<file path="config.mk">
export PLATFORM = sky130hd
export DESIGN_NAME = reg_file_flat
export DESIGN_NICKNAME = d
export VERILOG_FILES = /design/src/rtl/reg_file_if.sv /design/src/rtl/reg_file.sv /design/src/flat_wrapper.sv
export SDC_FILE = /design/constraint.sdc
export NUM_CORES = 1
export LEC_CHECK = 0
export BUFFER_PORTS_ARGS = -buffer_cell sky130_fd_sc_hd__buf_2
export CORE_ASPECT_RATIO = 0.7
export CORE_MARGIN = 1.5
export CORE_UTILIZATION = 55
export DETAILED_ROUTE_END_ITERATION = 10
export GPL_TIMING_DRIVEN = 0
export HOLD_SLACK_MARGIN = 0.05
export PLACE_DENSITY_LB_ADDON = 0.05
export SETUP_SLACK_MARGIN = 0.05
export SLEW_MARGIN = 30
export SYNTH_ARGS = -nofsm -noshare
export SYNTH_HDL_FRONTEND = slang
export SYNTH_SLANG_ARGS = --single-unit
</file>
<file path="constraint.sdc">
create_clock -name clk -period 18 [get_ports clk]
set_clock_uncertainty 0.2 [all_clocks]
set_input_delay 0.9 -clock clk [delete_from_list [all_inputs] [get_ports clk]]
set_output_delay 0.9 -clock clk [all_outputs]
set_load 0.01 [all_outputs]
</file>
<file path="src/rtl/reg_file_if.sv">
// Bus bundle between the ALU-side requester and reg_file.
// Carries one write port and a pair of operand read ports that share a request strobe.
interface reg_file_if #(
  parameter int W  = 32,
  parameter int AW = 3
);
  logic          wr_en;
  logic [AW-1:0] wr_addr;
  logic [W-1:0]  wr_data;
  logic          rd_req;
  logic [AW-1:0] rd_addr_a;
  logic [AW-1:0] rd_addr_b;
  logic [W-1:0]  rd_data_a;
  logic [W-1:0]  rd_data_b;
  logic          rd_valid;

  modport master (
    output wr_en, wr_addr, wr_data, rd_req, rd_addr_a, rd_addr_b,
    input  rd_data_a, rd_data_b, rd_valid
  );

  modport slave (
    input  wr_en, wr_addr, wr_data, rd_req, rd_addr_a, rd_addr_b,
    output rd_data_a, rd_data_b, rd_valid
  );
endinterface

</file>
<file path="src/rtl/reg_file.sv">
// ALU register file: one write port, two registered read ports with a valid strobe.
// Entry 0 reads as zero; same-edge write/read of a live entry forwards the write data.
module reg_file #(
  parameter int W  = 32,
  parameter int N  = 8,
  parameter int AW = 3
) (
  input  logic      clk,
  input  logic      rst,
  reg_file_if.slave bus
);

  localparam logic [AW:0] NUM_ENTRIES = (AW+1)'(N);

  logic [W-1:0] mem_r [1:N-1];
  logic [W-1:0] rd_data_a_r;
  logic [W-1:0] rd_data_b_r;
  logic         rd_valid_r;
  logic [W-1:0] stored_a_s;
  logic [W-1:0] stored_b_s;
  logic [W-1:0] next_a_s;
  logic [W-1:0] next_b_s;
  logic         bypass_a_s;
  logic         bypass_b_s;

  function automatic logic addr_live(input logic [AW-1:0] addr);
    return (addr != '0) && ({1'b0, addr} < NUM_ENTRIES);
  endfunction

  // Entry storage; address 0 and addresses >= N match no entry, so such writes vanish.
  always_ff @(posedge clk or posedge rst) begin
    if (rst) begin
      for (int i = 1; i < N; i++) begin
        mem_r[i] <= '0;
      end
    end else begin
      for (int i = 1; i < N; i++) begin
        if (bus.wr_en && (bus.wr_addr == AW'(i))) begin
          mem_r[i] <= bus.wr_data;
        end
      end
    end
  end

  // AND-OR read mux: unmatched addresses (0 and >= N) naturally yield zero.
  always_comb begin
    stored_a_s = '0;
    stored_b_s = '0;
    for (int i = 1; i < N; i++) begin
      stored_a_s = stored_a_s | (mem_r[i] & {W{bus.rd_addr_a == AW'(i)}});
      stored_b_s = stored_b_s | (mem_r[i] & {W{bus.rd_addr_b == AW'(i)}});
    end
  end

  assign bypass_a_s = bus.wr_en && (bus.rd_addr_a == bus.wr_addr) && addr_live(bus.rd_addr_a);
  assign bypass_b_s = bus.wr_en && (bus.rd_addr_b == bus.wr_addr) && addr_live(bus.rd_addr_b);
  assign next_a_s   = bypass_a_s ? bus.wr_data : stored_a_s;
  assign next_b_s   = bypass_b_s ? bus.wr_data : stored_b_s;

  // Registered read results; data holds between requests, valid is a one-cycle strobe.
  always_ff @(posedge clk or posedge rst) begin
    if (rst) begin
      rd_data_a_r <= '0;
      rd_data_b_r <= '0;
      rd_valid_r  <= 1'b0;
    end else begin
      rd_valid_r <= bus.rd_req;
      if (bus.rd_req) begin
        rd_data_a_r <= next_a_s;
        rd_data_b_r <= next_b_s;
      end
    end
  end

  assign bus.rd_data_a = rd_data_a_r;
  assign bus.rd_data_b = rd_data_b_r;
  assign bus.rd_valid  = rd_valid_r;

endmodule

</file>
<file path="src/flat_wrapper.sv">
// flat-port wrapper written by rule: the top's interface ports become plain ports
module reg_file_flat 
#(
  parameter int W  = 32,
  parameter int N  = 8,
  parameter int AW = 3
)
  (clk, rst, bus_wr_en, bus_wr_addr, bus_wr_data, bus_rd_req, bus_rd_addr_a, bus_rd_addr_b, bus_rd_data_a, bus_rd_data_b, bus_rd_valid);
  reg_file_if #(.W(W), .AW(AW)) bus_i ();
  input  logic clk;
  input  logic rst;
  input wire logic [$bits(bus_i.wr_en)-1:0] bus_wr_en;
  input wire logic [$bits(bus_i.wr_addr)-1:0] bus_wr_addr;
  input wire logic [$bits(bus_i.wr_data)-1:0] bus_wr_data;
  input wire logic [$bits(bus_i.rd_req)-1:0] bus_rd_req;
  input wire logic [$bits(bus_i.rd_addr_a)-1:0] bus_rd_addr_a;
  input wire logic [$bits(bus_i.rd_addr_b)-1:0] bus_rd_addr_b;
  output wire logic [$bits(bus_i.rd_data_a)-1:0] bus_rd_data_a;
  output wire logic [$bits(bus_i.rd_data_b)-1:0] bus_rd_data_b;
  output wire logic [$bits(bus_i.rd_valid)-1:0] bus_rd_valid;
  assign bus_i.wr_en = bus_wr_en;
  assign bus_i.wr_addr = bus_wr_addr;
  assign bus_i.wr_data = bus_wr_data;
  assign bus_i.rd_req = bus_rd_req;
  assign bus_i.rd_addr_a = bus_rd_addr_a;
  assign bus_i.rd_addr_b = bus_rd_addr_b;
  assign bus_rd_data_a = bus_i.rd_data_a;
  assign bus_rd_data_b = bus_i.rd_data_b;
  assign bus_rd_valid = bus_i.rd_valid;
  reg_file #(.W(W), .N(N), .AW(AW)) u_core (.clk(clk), .rst(rst), .bus(bus_i));
endmodule
</file>
==> Word level (Yosys, flattened, before mapping) <==
Index checks and enable logic that the tools add are counted.
{ "totals": {"reg_bits": 289, "latchBits": 0, "ram_bits": 0, "wordCells": 74, "memories": 0, "mem_bits_ro": 0} }
{ "op_classes": {"multipliers": 0, "magnitude_cmp": 0, "n_reduce_logical": 13, "shift": 0, "bitwise_logic": 26, "n_eq_ne": 23, "n_div": 0, "muxes": 2, "n_addsub": 0} }
{ "op_table": {"columns": ["cell", "n"], "rows": [
  ["$and 32x32->32", 14],
  ["$or 32x32->32", 12],
  ["$mux 32", 2],
  ["$eq 3x3->1 const B", 12],
  ["$eq 3x2->1 const B", 6],
  ["$logic_and 1x1->1", 11],
  ["$eq 3x1->1 const B", 3],
  ["$eq 3x3->1", 2],
  ["$reduce_bool 3->1", 2]
]} }

==> Longest topological paths before layout <==
Gate-level depths: netlist (run 1).
{ "depth": {"word_depth": 9, "ltp_mapped": 8, "ltp_nobuf": 5} }

==> Least setup slack after synthesis (run 1) <==
Ideal clock, no wire load.
{ "synth_path": {"path_type": "input to register", "startpoint": "in bus_rd_addr_a[2]", "endpoint": "reg u_core.rd_data_a_r[3] (netlist: u_core.bus.rd_data_a[3])", "slack_ns": 15.425, "required_ns": 17.674, "arrival_time_ns": 2.249, "setup_time_ns": 0.126, "cell_stages": 7, "path_buffers": 3, "path_cell_list": "buf_2 buf_4 buf_2 mux2i_1 o22ai_1 a211o_1 a221o_1"} }
{ "synth_between": {"elab_chain_cells": 9} }
{ "synth_lines": {"columns": ["element", "line", "source"], "rows": [
  ["start: declaration", "flat_wrapper.sv:16", "input wire logic [$bits(bus_i.rd_addr_a)-1:0] bus_rd_addr_a;"],
  ["$eq 3x1->1 / $eq 3x2->1 (equally long branches)", "reg_file.sv:50", "stored_a_s = stored_a_s | (mem_r[i] & {W{bus.rd_addr_a == AW'(i)}});"],
  ["$and 32x32->32", "reg_file.sv:50", null],
  ["$or 32x32->32 (6 in series)", "reg_file.sv:50", null],
  ["$mux 32 *", "reg_file.sv:57", "assign next_a_s = bypass_a_s ? bus.wr_data : stored_a_s;"],
  ["end signal: assignment", "reg_file.sv:69", "rd_data_a_r <= next_a_s;"],
  ["end: declaration", "reg_file.sv:16", "logic [W-1:0] rd_data_a_r;"]
]} }
Mark *: on every way between the ends. The rest lies on a longest branch, timed or not.
A chain may end at the register's enable or synchronous reset.

==> Worst setup path after layout (run 1) <==
{ "layout_path": {"startpoint": "in bus_rd_addr_b[2]", "endpoint": "reg u_core.rd_data_b_r[13] (netlist: u_core.bus.rd_data_b[13])"} }
{ "layout_between": {"elab_chain_cells": 9} }
{ "layout_lines": {"columns": ["element", "line", "source"], "rows": [
  ["start: declaration", "flat_wrapper.sv:17", "input wire logic [$bits(bus_i.rd_addr_b)-1:0] bus_rd_addr_b;"],
  ["$eq 3x1->1 / $eq 3x2->1 (equally long branches)", "reg_file.sv:51", "stored_b_s = stored_b_s | (mem_r[i] & {W{bus.rd_addr_b == AW'(i)}});"],
  ["$and 32x32->32", "reg_file.sv:51", null],
  ["$or 32x32->32 (6 in series)", "reg_file.sv:51", null],
  ["$mux 32 *", "reg_file.sv:58", "assign next_b_s = bypass_b_s ? bus.wr_data : stored_b_s;"],
  ["end signal: assignment", "reg_file.sv:70", "rd_data_b_r <= next_b_s;"],
  ["end: declaration", "reg_file.sv:17", "logic [W-1:0] rd_data_b_r;"]
]} }
Marks and branches as above.

==> results of run 1 <==
==> Yosys cell counts (2+ instances only) <==
master / count / share of area
sky130_fd_sc_hd__xor2_1: 2 / 0.0012
sky130_fd_sc_hd__a22oi_1: 4 / 0.0020
sky130_fd_sc_hd__a211oi_1: 20 / 0.010
sky130_fd_sc_hd__nand2_1: 56 / 0.014
sky130_fd_sc_hd__nand3_1: 2 / 0.00068
sky130_fd_sc_hd__a21oi_1: 15 / 0.0051
sky130_fd_sc_hd__o2bb2ai_1: 21 / 0.013
sky130_fd_sc_hd__a221o_1: 49 / 0.033
sky130_fd_sc_hd__nand2b_1: 5 / 0.0021
sky130_fd_sc_hd__buf_2: 47 / 0.016
sky130_fd_sc_hd__mux2_1: 4 / 0.0031
sky130_fd_sc_hd__mux2i_1: 128 / 0.087
sky130_fd_sc_hd__nand4b_1: 3 / 0.0018
sky130_fd_sc_hd__a31oi_1: 10 / 0.0043
sky130_fd_sc_hd__mux4_2: 14 / 0.021
sky130_fd_sc_hd__a211o_1: 29 / 0.017
sky130_fd_sc_hd__buf_6: 4 / 0.0031
sky130_fd_sc_hd__xnor2_1: 2 / 0.0012
sky130_fd_sc_hd__dfrtp_1: 289 / 0.49
sky130_fd_sc_hd__inv_1: 13 / 0.0033
sky130_fd_sc_hd__nor2b_1: 32 / 0.014
sky130_fd_sc_hd__clkbuf_1: 39 / 0.010
sky130_fd_sc_hd__nor2_1: 65 / 0.017
sky130_fd_sc_hd__and3_1: 5 / 0.0021
sky130_fd_sc_hd__nor4bb_1: 2 / 0.0014
sky130_fd_sc_hd__a221oi_1: 10 / 0.0060
sky130_fd_sc_hd__buf_4: 12 / 0.0061
sky130_fd_sc_hd__o21ai_0: 49 / 0.017
sky130_fd_sc_hd__mux2_2: 228 / 0.17
sky130_fd_sc_hd__o22ai_1: 31 / 0.013
==> layout make-up <==
type	count	area [sq um]	share of cell area
tap	357	447	0.0268
timing repair buffer	107	603	0.0362
buffer	102	518	0.0311
antenna	1	2.50	0.000150
multi-input combinational	801	6910	0.415
inverter	14	60.1	0.00361
clock buffer	43	838	0.0503
sequential	289	7230	0.434
clock inverter	5	50.0	0.00300
==> per-stage QoR <==
| stage | total power [W] | setup WS [ps] |
|---|---|---|
| floorplan | 0.00117 | 8920 |
| global placement | 0.00130 | 5550 |
| detailed placement | 0.00132 | 14780 |
| CTS | 0.00190 | 15360 |
| global route | 0.00199 | 15160 |
| finish | 0.00191 | 15200 |
==> state kept, by name, summed over array words and instances, names as in the netlist <==
name and count:
u_core.bus.rd_data_a 32, u_core.bus.rd_data_b 32, u_core.bus.rd_valid 1, u_core.mem_r 224
==> worst max-delay path, delay by kind of cell <==
kind / cells / cell delay, ps
compound gates: 3 / 570
buf+inv: 2 / 780
simple gates: 2 / 830
==> power by group through the flow <==
stage               registers (W)  logic, W  clock network (W)
floorplan                0.000887  0.000288                  0
global placement         0.000899  0.000402                  0
detailed placement       0.000903  0.000414                  0
CTS                      0.000893  0.000416           0.000594
global route             0.000913  0.000453           0.000621
finish                   0.000897  0.000417           0.000591
==> cell families (layout without fill, tap and decap cells) <==
family | count (synthesis) | count (layout) | share of synthesized area
and+or+nand+nor | 177 | 177 | 0.0556
xor gates and xnor gates | 4 | 4 | 0.00238
other | 0 | 1 | 0
muxes | 374 | 374 | 0.286
buffers and inverters | 116 | 271 | 0.0387
DFF | 289 | 289 | 0.492
AOI/OAI and AO/OA | 246 | 246 | 0.125
==> worst max-delay path by stage <==
stage	startpoint	end	slack [ps]	cells past startpoint
2_1_floorplan	rst	u_core.bus.rd_data_a[0]	8920	1
5_1_grt	bus_rd_req	u_core.bus.rd_data_b[7]	15160	6
4_1_cts	bus_rd_req	u_core.bus.rd_data_b[13]	15360	6
6_report	bus_rd_addr_b[2]	u_core.bus.rd_data_b[13]	15200	7
3_3_place_gp	rst	u_core.mem_r[172]	5550	2
3_5_place_dp	bus_rd_addr_b[2]	u_core.bus.rd_data_b[4]	14780	7
==> routing by layer <==
layer,GRT usage,up-vias
li1,-,4777
met1,0.517,5689
met2,0.481,544
met3,0.0807,93
met4,0.105,0
met5,0,-
==> layout by cell type (no fill, tap or decap), types with 2 or more instances in the layout <==
| master | n |
|---|---|
| sky130_fd_sc_hd__a211o_1 | 29 |
| sky130_fd_sc_hd__a211oi_1 | 20 |
| sky130_fd_sc_hd__a21oi_1 | 15 |
| sky130_fd_sc_hd__a221o_1 | 49 |
| sky130_fd_sc_hd__a221oi_1 | 10 |
| sky130_fd_sc_hd__a22oi_1 | 4 |
| sky130_fd_sc_hd__a31oi_1 | 10 |
| sky130_fd_sc_hd__and3_1 | 5 |
| sky130_fd_sc_hd__buf_16 | 3 |
| sky130_fd_sc_hd__buf_2 | 151 |
| sky130_fd_sc_hd__buf_4 | 12 |
| sky130_fd_sc_hd__buf_6 | 4 |
| sky130_fd_sc_hd__clkbuf_1 | 46 |
| sky130_fd_sc_hd__clkbuf_16 | 29 |
| sky130_fd_sc_hd__clkbuf_8 | 6 |
| sky130_fd_sc_hd__clkinv_2 | 4 |
| sky130_fd_sc_hd__dfrtp_1 | 289 |
| sky130_fd_sc_hd__inv_1 | 12 |
| sky130_fd_sc_hd__mux2_1 | 4 |
| sky130_fd_sc_hd__mux2_2 | 228 |
| sky130_fd_sc_hd__mux2i_1 | 128 |
| sky130_fd_sc_hd__mux4_2 | 14 |
| sky130_fd_sc_hd__nand2_1 | 56 |
| sky130_fd_sc_hd__nand2b_1 | 5 |
| sky130_fd_sc_hd__nand3_1 | 2 |
| sky130_fd_sc_hd__nand4b_1 | 3 |
| sky130_fd_sc_hd__nor2_1 | 65 |
| sky130_fd_sc_hd__nor2b_1 | 32 |
| sky130_fd_sc_hd__nor4bb_1 | 2 |
| sky130_fd_sc_hd__o21ai_0 | 49 |
| sky130_fd_sc_hd__o22ai_1 | 31 |
| sky130_fd_sc_hd__o2bb2ai_1 | 21 |
| sky130_fd_sc_hd__xnor2_1 | 2 |
| sky130_fd_sc_hd__xor2_1 | 2 |
==> report_table.html, run 1 <==
<table>
<tr><th>Metric</th><th>Value</th></tr>
<tr><th colspan="2">Run status</th></tr>
<tr><td>Run status</td><td>completed</td></tr>
<tr><th colspan="2">Setup path</th></tr>
<tr><td>Signal arrival time at the worst endpoint</td><td>3070 ps</td></tr>
<tr><td>Worst path cell trace</td><td>buf_2, nand2b_1, nor2_2, clkbuf_1, a221o_1, a211oi_1, o2bb2ai_1</td></tr>
<tr><td>Path type of the worst setup path</td><td>in -&gt; reg</td></tr>
<tr><td>Cell at the slowest stage of the critical path</td><td>sky130_fd_sc_hd__clkbuf_1</td></tr>
<tr><td>Worst reg-to-reg path cell count</td><td>5</td></tr>
<tr><td>RR Startpoint</td><td>u_core.mem_r[117]</td></tr>
<tr><td>Worst reg-to-reg setup slack</td><td>16,330 ps</td></tr>
<tr><td>Max FO, Critical Path</td><td>10</td></tr>
<tr><td>Kind of capture point of the worst setup path</td><td>flop</td></tr>
<tr><td>Startpoint type of the worst setup path</td><td>input pin</td></tr>
<tr><td>Delay of the slowest cell on the worst path</td><td>630 ps</td></tr>
<tr><td>Worst Path Required</td><td>18,280 ps</td></tr>
<tr><td>RR Endpoint</td><td>u_core.bus.rd_data_b[21]</td></tr>
<tr><th colspan="2">Route</th></tr>
<tr><td>Wire length on met2</td><td>19,700 um</td></tr>
<tr><td>Drt via density</td><td>6.46</td></tr>
<tr><td>First-pass DRT Iterations</td><td>5</td></tr>
<tr><td>Average wire per cell in the routed design</td><td>27.0 um</td></tr>
<tr><td>Wirelength, routed</td><td>46,400 um</td></tr>
<tr><td>Met1 wire length</td><td>21,200 um</td></tr>
<tr><td>Number of vias after detailed routing</td><td>11,100</td></tr>
<tr><td>Total met3 wirelength after detailed routing</td><td>4240 um</td></tr>
<tr><td>Antenna viol nets, final</td><td>0</td></tr>
<tr><td>DRC violation count after routing</td><td>0</td></tr>
<tr><td>Highest metal layer with signal wires</td><td>met4</td></tr>
<tr><td>Initial detailed-routing violation count</td><td>1,089</td></tr>
<tr><th colspan="2">Yosys</th></tr>
<tr><td>Number of storage elements in the synthesis netlist</td><td>289</td></tr>
<tr><td>Syn Inst Count</td><td>1,206</td></tr>
<tr><td>EDFF count, synth</td><td>0</td></tr>
<tr><td>Number of unique standard cell types used by synthesis</td><td>46</td></tr>
<tr><td>Commonest register cell after synthesis</td><td>sky130_fd_sc_hd__dfrtp_1</td></tr>
<tr><td>Average cell area after synthesis</td><td>12.2 sq um</td></tr>
<tr><td>Syn Std Cell Area</td><td>0.0147 sq mm</td></tr>
<tr><td>Total of warnings raised by yosys</td><td>0</td></tr>
<tr><td>Net count after synthesis</td><td>1,251</td></tr>
<tr><td>Share of the yosys chip area belonging to registers</td><td>0.492</td></tr>
<tr><td>Fraction of registers with async set or reset after synthesis</td><td>1.00</td></tr>
<tr><th colspan="2">Final layout</th></tr>
<tr><td>Layout cell share with drive strength beyond 1</td><td>0.336</td></tr>
<tr><td>Area grow syn2layout</td><td>13.3%</td></tr>
<tr><td>FILL cells</td><td>2,143</td></tr>
<tr><td>Layout Nets</td><td>1,389</td></tr>
<tr><td>Utilization of the core after routing</td><td>0.641</td></tr>
<tr><td>Final instance count without filler cells</td><td>1,719</td></tr>
<tr><td>Finished Cell Area</td><td>0.0167 sq mm</td></tr>
<tr><th colspan="2">STA</th></tr>
<tr><td>Max-slew violation total from the final report</td><td>0</td></tr>
<tr><td>Post-route clock period utilization</td><td>0.155</td></tr>
<tr><td>Transition time of the tightest slew-check pin</td><td>980 ps</td></tr>
<tr><td>RSZ-0062 raised after global routing</td><td>no</td></tr>
<tr><td>Min Hold Slack</td><td>127 ps</td></tr>
<tr><td>Achievable frequency</td><td>0.358 GHz</td></tr>
<tr><td>Worst relative slew slack</td><td>0.347</td></tr>
<tr><td>Setup violators final</td><td>0</td></tr>
<tr><td>Sum of negative setup slack</td><td>0 ps</td></tr>
<tr><td>Min Clock Period, post-route</td><td>2800 ps</td></tr>
<tr><td>Number of hold-slack violations in the final timing report</td><td>0</td></tr>
<tr><th colspan="2">Global routing</th></tr>
<tr><td>Global-route usage over all layers</td><td>0.341</td></tr>
<tr><td>Antenna violations before repair</td><td>1</td></tr>
<tr><td>Maximum number of pins on one net before global-route repair</td><td>91</td></tr>
<tr><td>Remaining global-route overflow</td><td>0</td></tr>
<tr><td>Global-route wire length before repair</td><td>69,500 um</td></tr>
<tr><td>Via count of the first global-routing pass</td><td>10,900</td></tr>
<tr><th colspan="2">Clock network</th></tr>
<tr><td>Quantity of gates resized following cts</td><td>0</td></tr>
<tr><td>Number of buffers added to fix hold violations after cts</td><td>0</td></tr>
<tr><td>Clock transition time at the flip-flop clock pins of the worst setup and hold paths</td><td>60 ps</td></tr>
<tr><td>TritonCTS clock tree</td><td>done</td></tr>
<tr><td>Clock Sinks</td><td>289</td></tr>
<tr><td>Clock network latency to the later pin of the worst-skew pair</td><td>570 ps</td></tr>
<tr><td>Clock root buffer</td><td>sky130_fd_sc_hd__clkbuf_16</td></tr>
<tr><td>CTS H-tree lvls</td><td>1</td></tr>
<tr><td>Buffers inserted by post-CTS timing repair</td><td>0</td></tr>
<tr><td>Maximum clock insertion buffer count</td><td>3</td></tr>
<tr><td>Number of clock buffers inserted by TritonCTS</td><td>29</td></tr>
<tr><th colspan="2">Floorplanning</th></tr>
<tr><td>Initial Util</td><td>0.566</td></tr>
<tr><td>Number of rows created at floorplan</td><td>49</td></tr>
<tr><td>X dimension of the die</td><td>198 um</td></tr>
<tr><td>Total Die Area</td><td>0.0277 sq mm</td></tr>
<tr><td>Core ar.</td><td>0.0260 sq mm</td></tr>
<tr><td>Top-level port count</td><td>110</td></tr>
<tr><td>Floorplan die height</td><td>140 um</td></tr>
<tr><th colspan="2">Power</th></tr>
<tr><td>Internal power</td><td>0.00134 W</td></tr>
<tr><td>Leak pwr</td><td>7.65 nW</td></tr>
<tr><td>Share of total power consumed by net switching</td><td>0.295</td></tr>
<tr><td>Part of the total power dissipated in sequential elements</td><td>0.471</td></tr>
<tr><td>Gate power share</td><td>0.219</td></tr>
<tr><td>Pwr/cell area</td><td>114 mW/mm^2</td></tr>
<tr><td>Maximum ir drop on the vdd rail</td><td>73.1 uV</td></tr>
<tr><td>Switch Pwr</td><td>0.000562 W</td></tr>
<tr><td>Clock power frac</td><td>0.310</td></tr>
<tr><th colspan="2">Placed design</th></tr>
<tr><td>Final weighted congestion of routability-driven global placement</td><td>0.895</td></tr>
<tr><td>Cell count after placement</td><td>1,670</td></tr>
<tr><td>Input/output buffers</td><td>104</td></tr>
<tr><td>DP HPWL</td><td>30,100 um</td></tr>
<tr><td>Instance area at placement</td><td>0.0158 sq mm</td></tr>
<tr><th colspan="2">Min path</th></tr>
<tr><td>Tightest Hold Check Type</td><td>in -&gt; async</td></tr>
<tr><th colspan="2">Run</th></tr>
<tr><td>Max Cap Viol</td><td>0</td></tr>
</table>
(Power assumes the default switching activity.)
==> run 2: changes to the inputs <==
==> constraint.sdc (replaced) <==
create_clock -name clk -period 2.4 [get_ports clk]
set_clock_uncertainty 0.2 [all_clocks]
set_input_delay 0.12 -clock clk [delete_from_list [all_inputs] [get_ports clk]]
set_output_delay 0.12 -clock clk [all_outputs]
set_load 0.01 [all_outputs]
==> report_table.html, run 2 (synthesized netlist as in run 1, its figures left out) <==
<table>
<tr><th>Metric</th><th>Value</th></tr>
<tr><th colspan="2">Floorplanning</th></tr>
<tr><td>Total Die Area</td><td>0.0277 sq mm (unchanged)</td></tr>
<tr><td>Floorplan die height</td><td>140 um (unchanged)</td></tr>
<tr><td>Number of rows created at floorplan</td><td>49 (unchanged)</td></tr>
<tr><td>Top-level port count</td><td>110 (unchanged)</td></tr>
<tr><td>X dimension of the die</td><td>198 um (unchanged)</td></tr>
<tr><td>Initial Util</td><td>0.566 (unchanged)</td></tr>
<tr><td>Core ar.</td><td>0.0260 sq mm (unchanged)</td></tr>
<tr><th colspan="2">Power</th></tr>
<tr><td>Gate power share</td><td>0.215 (-0.004)</td></tr>
<tr><td>Pwr/cell area</td><td>860 mW/mm^2 (+650%)</td></tr>
<tr><td>Share of total power consumed by net switching</td><td>0.288 (-0.00695)</td></tr>
<tr><td>Switch Pwr</td><td>0.00433 W (+670%)</td></tr>
<tr><td>Clock power frac</td><td>0.338 (+0.028)</td></tr>
<tr><td>Internal power</td><td>0.0107 W (+700%)</td></tr>
<tr><td>Part of the total power dissipated in sequential elements</td><td>0.446 (-0.025)</td></tr>
<tr><td>Leak pwr</td><td>8.02 nW (+4.8%)</td></tr>
<tr><td>Maximum ir drop on the vdd rail</td><td>545 uV (+650%)</td></tr>
<tr><th colspan="2">Setup path</th></tr>
<tr><td>Worst reg-to-reg setup slack</td><td>420 ps (-15,910 ps)</td></tr>
<tr><td>Cell at the slowest stage of the critical path</td><td>sky130_fd_sc_hd__dlygate4sd3_1</td></tr>
<tr><td>RR Startpoint</td><td>u_core.mem_r[160]</td></tr>
<tr><td>Kind of capture point of the worst setup path</td><td>flop</td></tr>
<tr><td>Worst Path Required</td><td>2660 ps (-15,620 ps)</td></tr>
<tr><td>RR Endpoint</td><td>u_core.bus.rd_data_a[0]</td></tr>
<tr><td>Worst path cell trace</td><td>dlygate4sd3_1, buf_6, xnor2_1, o2111a_1, and3_1, dlygate4sd3_1, buf_6, buf_8, a221o_1</td></tr>
<tr><td>Signal arrival time at the worst endpoint</td><td>2570 ps (-500 ps)</td></tr>
<tr><td>Delay of the slowest cell on the worst path</td><td>580 ps (-50 ps)</td></tr>
<tr><td>Max FO, Critical Path</td><td>10 (unchanged)</td></tr>
<tr><td>Startpoint type of the worst setup path</td><td>input pin</td></tr>
<tr><td>Path type of the worst setup path</td><td>in -&gt; reg</td></tr>
<tr><td>Worst reg-to-reg path cell count</td><td>5 (unchanged)</td></tr>
<tr><th colspan="2">Clock network</th></tr>
<tr><td>Clock Sinks</td><td>289 (unchanged)</td></tr>
<tr><td>TritonCTS clock tree</td><td>done</td></tr>
<tr><td>Maximum clock insertion buffer count</td><td>3 (unchanged)</td></tr>
<tr><td>Clock network latency to the later pin of the worst-skew pair</td><td>580 ps (about the same)</td></tr>
<tr><td>CTS H-tree lvls</td><td>1 (unchanged)</td></tr>
<tr><td>Clock root buffer</td><td>sky130_fd_sc_hd__clkbuf_16</td></tr>
<tr><td>Number of clock buffers inserted by TritonCTS</td><td>30 (+3.4%)</td></tr>
<tr><td>Clock transition time at the flip-flop clock pins of the worst setup and hold paths</td><td>60 ps (about the same)</td></tr>
<tr><th colspan="2">Route</th></tr>
<tr><td>Number of vias after detailed routing</td><td>11,300 (+2.1%)</td></tr>
<tr><td>First-pass DRT Iterations</td><td>5 (unchanged)</td></tr>
<tr><td>Initial detailed-routing violation count</td><td>1,009 (-7.3%)</td></tr>
<tr><td>Antenna viol nets, final</td><td>0 (unchanged)</td></tr>
<tr><td>DRC violation count after routing</td><td>0 (unchanged)</td></tr>
<tr><td>Average wire per cell in the routed design</td><td>26.2 um (-2.8%)</td></tr>
<tr><td>Drt via density</td><td>6.36 (-1.5%)</td></tr>
<tr><td>Wirelength, routed</td><td>46,700 um (+0.71%)</td></tr>
<tr><th colspan="2">STA</th></tr>
<tr><td>RSZ-0062 raised after global routing</td><td>yes</td></tr>
<tr><td>Worst relative slew slack</td><td>0.322 (-0.0245)</td></tr>
<tr><td>Post-route clock period utilization</td><td>0.960</td></tr>
<tr><td>Achievable frequency</td><td>0.434 GHz</td></tr>
<tr><td>Transition time of the tightest slew-check pin</td><td>1020 ps (+36.7 ps)</td></tr>
<tr><td>Min Clock Period, post-route</td><td>2300 ps</td></tr>
<tr><td>Setup violators final</td><td>0 (unchanged)</td></tr>
<tr><td>Number of hold-slack violations in the final timing report</td><td>0 (unchanged)</td></tr>
<tr><td>Max-slew violation total from the final report</td><td>0 (unchanged)</td></tr>
<tr><td>Min setup slack post-route</td><td>96.3 ps (-15,110 ps)</td></tr>
<tr><td>Sum of negative setup slack</td><td>0 ps (unchanged)</td></tr>
<tr><th colspan="2">Placed design</th></tr>
<tr><td>Input/output buffers</td><td>104 (unchanged)</td></tr>
<tr><td>Cell count after placement</td><td>1,678 (+0.48%)</td></tr>
<tr><td>Post-placement setup slack</td><td>-94.3 ps (-14,880 ps)</td></tr>
<tr><td>DP HPWL</td><td>30,600 um (+1.7%)</td></tr>
<tr><td>Instance area at placement</td><td>0.0159 sq mm (+0.99%)</td></tr>
<tr><td>Final weighted congestion of routability-driven global placement</td><td>0.895 (about the same)</td></tr>
<tr><th colspan="2">Final layout</th></tr>
<tr><td>Most common library cell in the layout ignoring fill and taps</td><td>sky130_fd_sc_hd__dfrtp_1</td></tr>
<tr><td>Flip-flop count of the largest register after layout</td><td>224 (unchanged)</td></tr>
<tr><td>Layout cell share with drive strength beyond 1</td><td>0.336 (+0.000594)</td></tr>
<tr><td>Register with the most flip-flops</td><td>u_core.mem_r</td></tr>
<tr><td>Area grow syn2layout</td><td>19.0%</td></tr>
<tr><td>Finished Cell Area</td><td>0.0175 sq mm (+5.1%)</td></tr>
<tr><td>Final instance count without filler cells</td><td>1,782 (+3.7%)</td></tr>
<tr><td>Top library cells by usage in the layout, fill and taps aside</td><td>sky130_fd_sc_hd__dfrtp_1, sky130_fd_sc_hd__mux2_2, sky130_fd_sc_hd__buf_2</td></tr>
<tr><td>Utilization of the core after routing</td><td>0.673 (+0.0324)</td></tr>
<tr><td>FILL cells</td><td>2,009 (-6.3%)</td></tr>
<tr><td>Layout Nets</td><td>1,446 (+4.1%)</td></tr>
<tr><th colspan="2">Global routing</th></tr>
<tr><td>Via count of the first global-routing pass</td><td>11,100 (+2.3%)</td></tr>
<tr><td>Global-route wire length before repair</td><td>69,300 um (-0.22%)</td></tr>
<tr><td>Remaining global-route overflow</td><td>0 (unchanged)</td></tr>
<tr><td>Antenna violations before repair</td><td>1 (unchanged)</td></tr>
<tr><td>Maximum number of pins on one net before global-route repair</td><td>30 (-67%)</td></tr>
<tr><td>Global-route usage over all layers</td><td>0.340 (-0.00103)</td></tr>
<tr><th colspan="2">Min path</th></tr>
<tr><td>Hold depth</td><td>2</td></tr>
<tr><td>Start point of the worst min-delay path</td><td>bus_rd_req</td></tr>
<tr><td>End of the worst hold path</td><td>u_core.bus.rd_valid</td></tr>
<tr><td>Tightest Hold Check Type</td><td>in -&gt; reg</td></tr>
<tr><th colspan="2">Run</th></tr>
<tr><td>Max Cap Viol</td><td>0 (unchanged)</td></tr>
<tr><th colspan="2">Run status</th></tr>
<tr><td>Run status</td><td>completed</td></tr>
</table>
-- run 2: changes by cell type in the layout (fill, tap and decap cells not counted), sizes merged --
cell | before | now
buf | 170 | 179
bufinv | 1 | 5
clkbuf | 82 | 79
clkinv | 5 | 7
clkinvlp | 0 | 5
dlygate4sd3 | 0 | 46
-- run 2: final cells by class --
type	count	area (sq um)	area share
clock inverter	15	225	0.0129
timing repair buffer	162	1230	0.0703
clock buffer	40	858	0.0490
inverter	14	56.3	0.00322
antenna	1	2.50	0.000143
sequential	289	7230	0.413
timing repair inverter	1	5.00	0.000286
tap	357	447	0.0255
multi-input combinational	801	6910	0.395
buffer	102	537	0.0307
-- run 2: timing repair --
| action | 4_1_cts | 5_1_grt |
|---|---|---|
| endpoints found under the setup margin | 0 | 64 |
| buffers inserted | 0 | 1 |
| hold endpoints to repair | 389 | 0 |
| gates resized for setup | 0 | 9 |
| hold buffers | 46 | 0 |
-- run 2: worst max-delay path: cells and delay by family --
kind / cells / cell delay, ps
compound gates: 2 / 490
xor+xnor: 1 / 120
buf+inv: 5 / 1640
simple gates: 1 / 180
-- run 2: metrics by stage --
step | power (W) | hold slack (ps)
after floorplan | 0.00881 | -48.6
after global placement | 0.00976 | 114
after detailed placement | 0.00990 | -7.18
after CTS | 0.0150 | 57.4
after global routing | 0.0157 | 97.3
final | 0.0151 | 74.1
-- run 2: power groups by stage --
stage	Combinational, W	Sequential [W]	Clock [W]
global route	0.00351	0.00684	0.00536
global placement	0.00303	0.00673	0
CTS	0.00322	0.00668	0.00514
detailed placement	0.00315	0.00675	0
floorplan	0.00216	0.00665	0
finish	0.00324	0.00672	0.00510
-- run 2: layer usage --
metal  up-vias  routed length (um)  global-route usage
met4         0                1510               0.116
met1      5734               20700               0.505
met3       103                4960              0.0955
li1       4909                   -                   -
met2       595               19500               0.475
met5         -                   0                   0
-- run 2: worst max-delay path by stage --
stage / slack [ps] / depth (start not counted) / from / to
4_1_cts: 90 / 9 / rst / u_core.mem_r[44]
3_5_place_dp: -90 / 7 / bus_rd_addr_b[2] / u_core.bus.rd_data_b[4]
6_report: 100 / 9 / bus_wr_addr[1] / u_core.bus.rd_data_a[15]
3_3_place_gp: -3610 / 2 / rst / u_core.bus.rd_data_a[11]
2_1_floorplan: -1750 / 1 / rst / u_core.bus.rd_data_a[0]
5_1_grt: 60 / 9 / bus_wr_addr[1] / u_core.bus.rd_data_a[26]
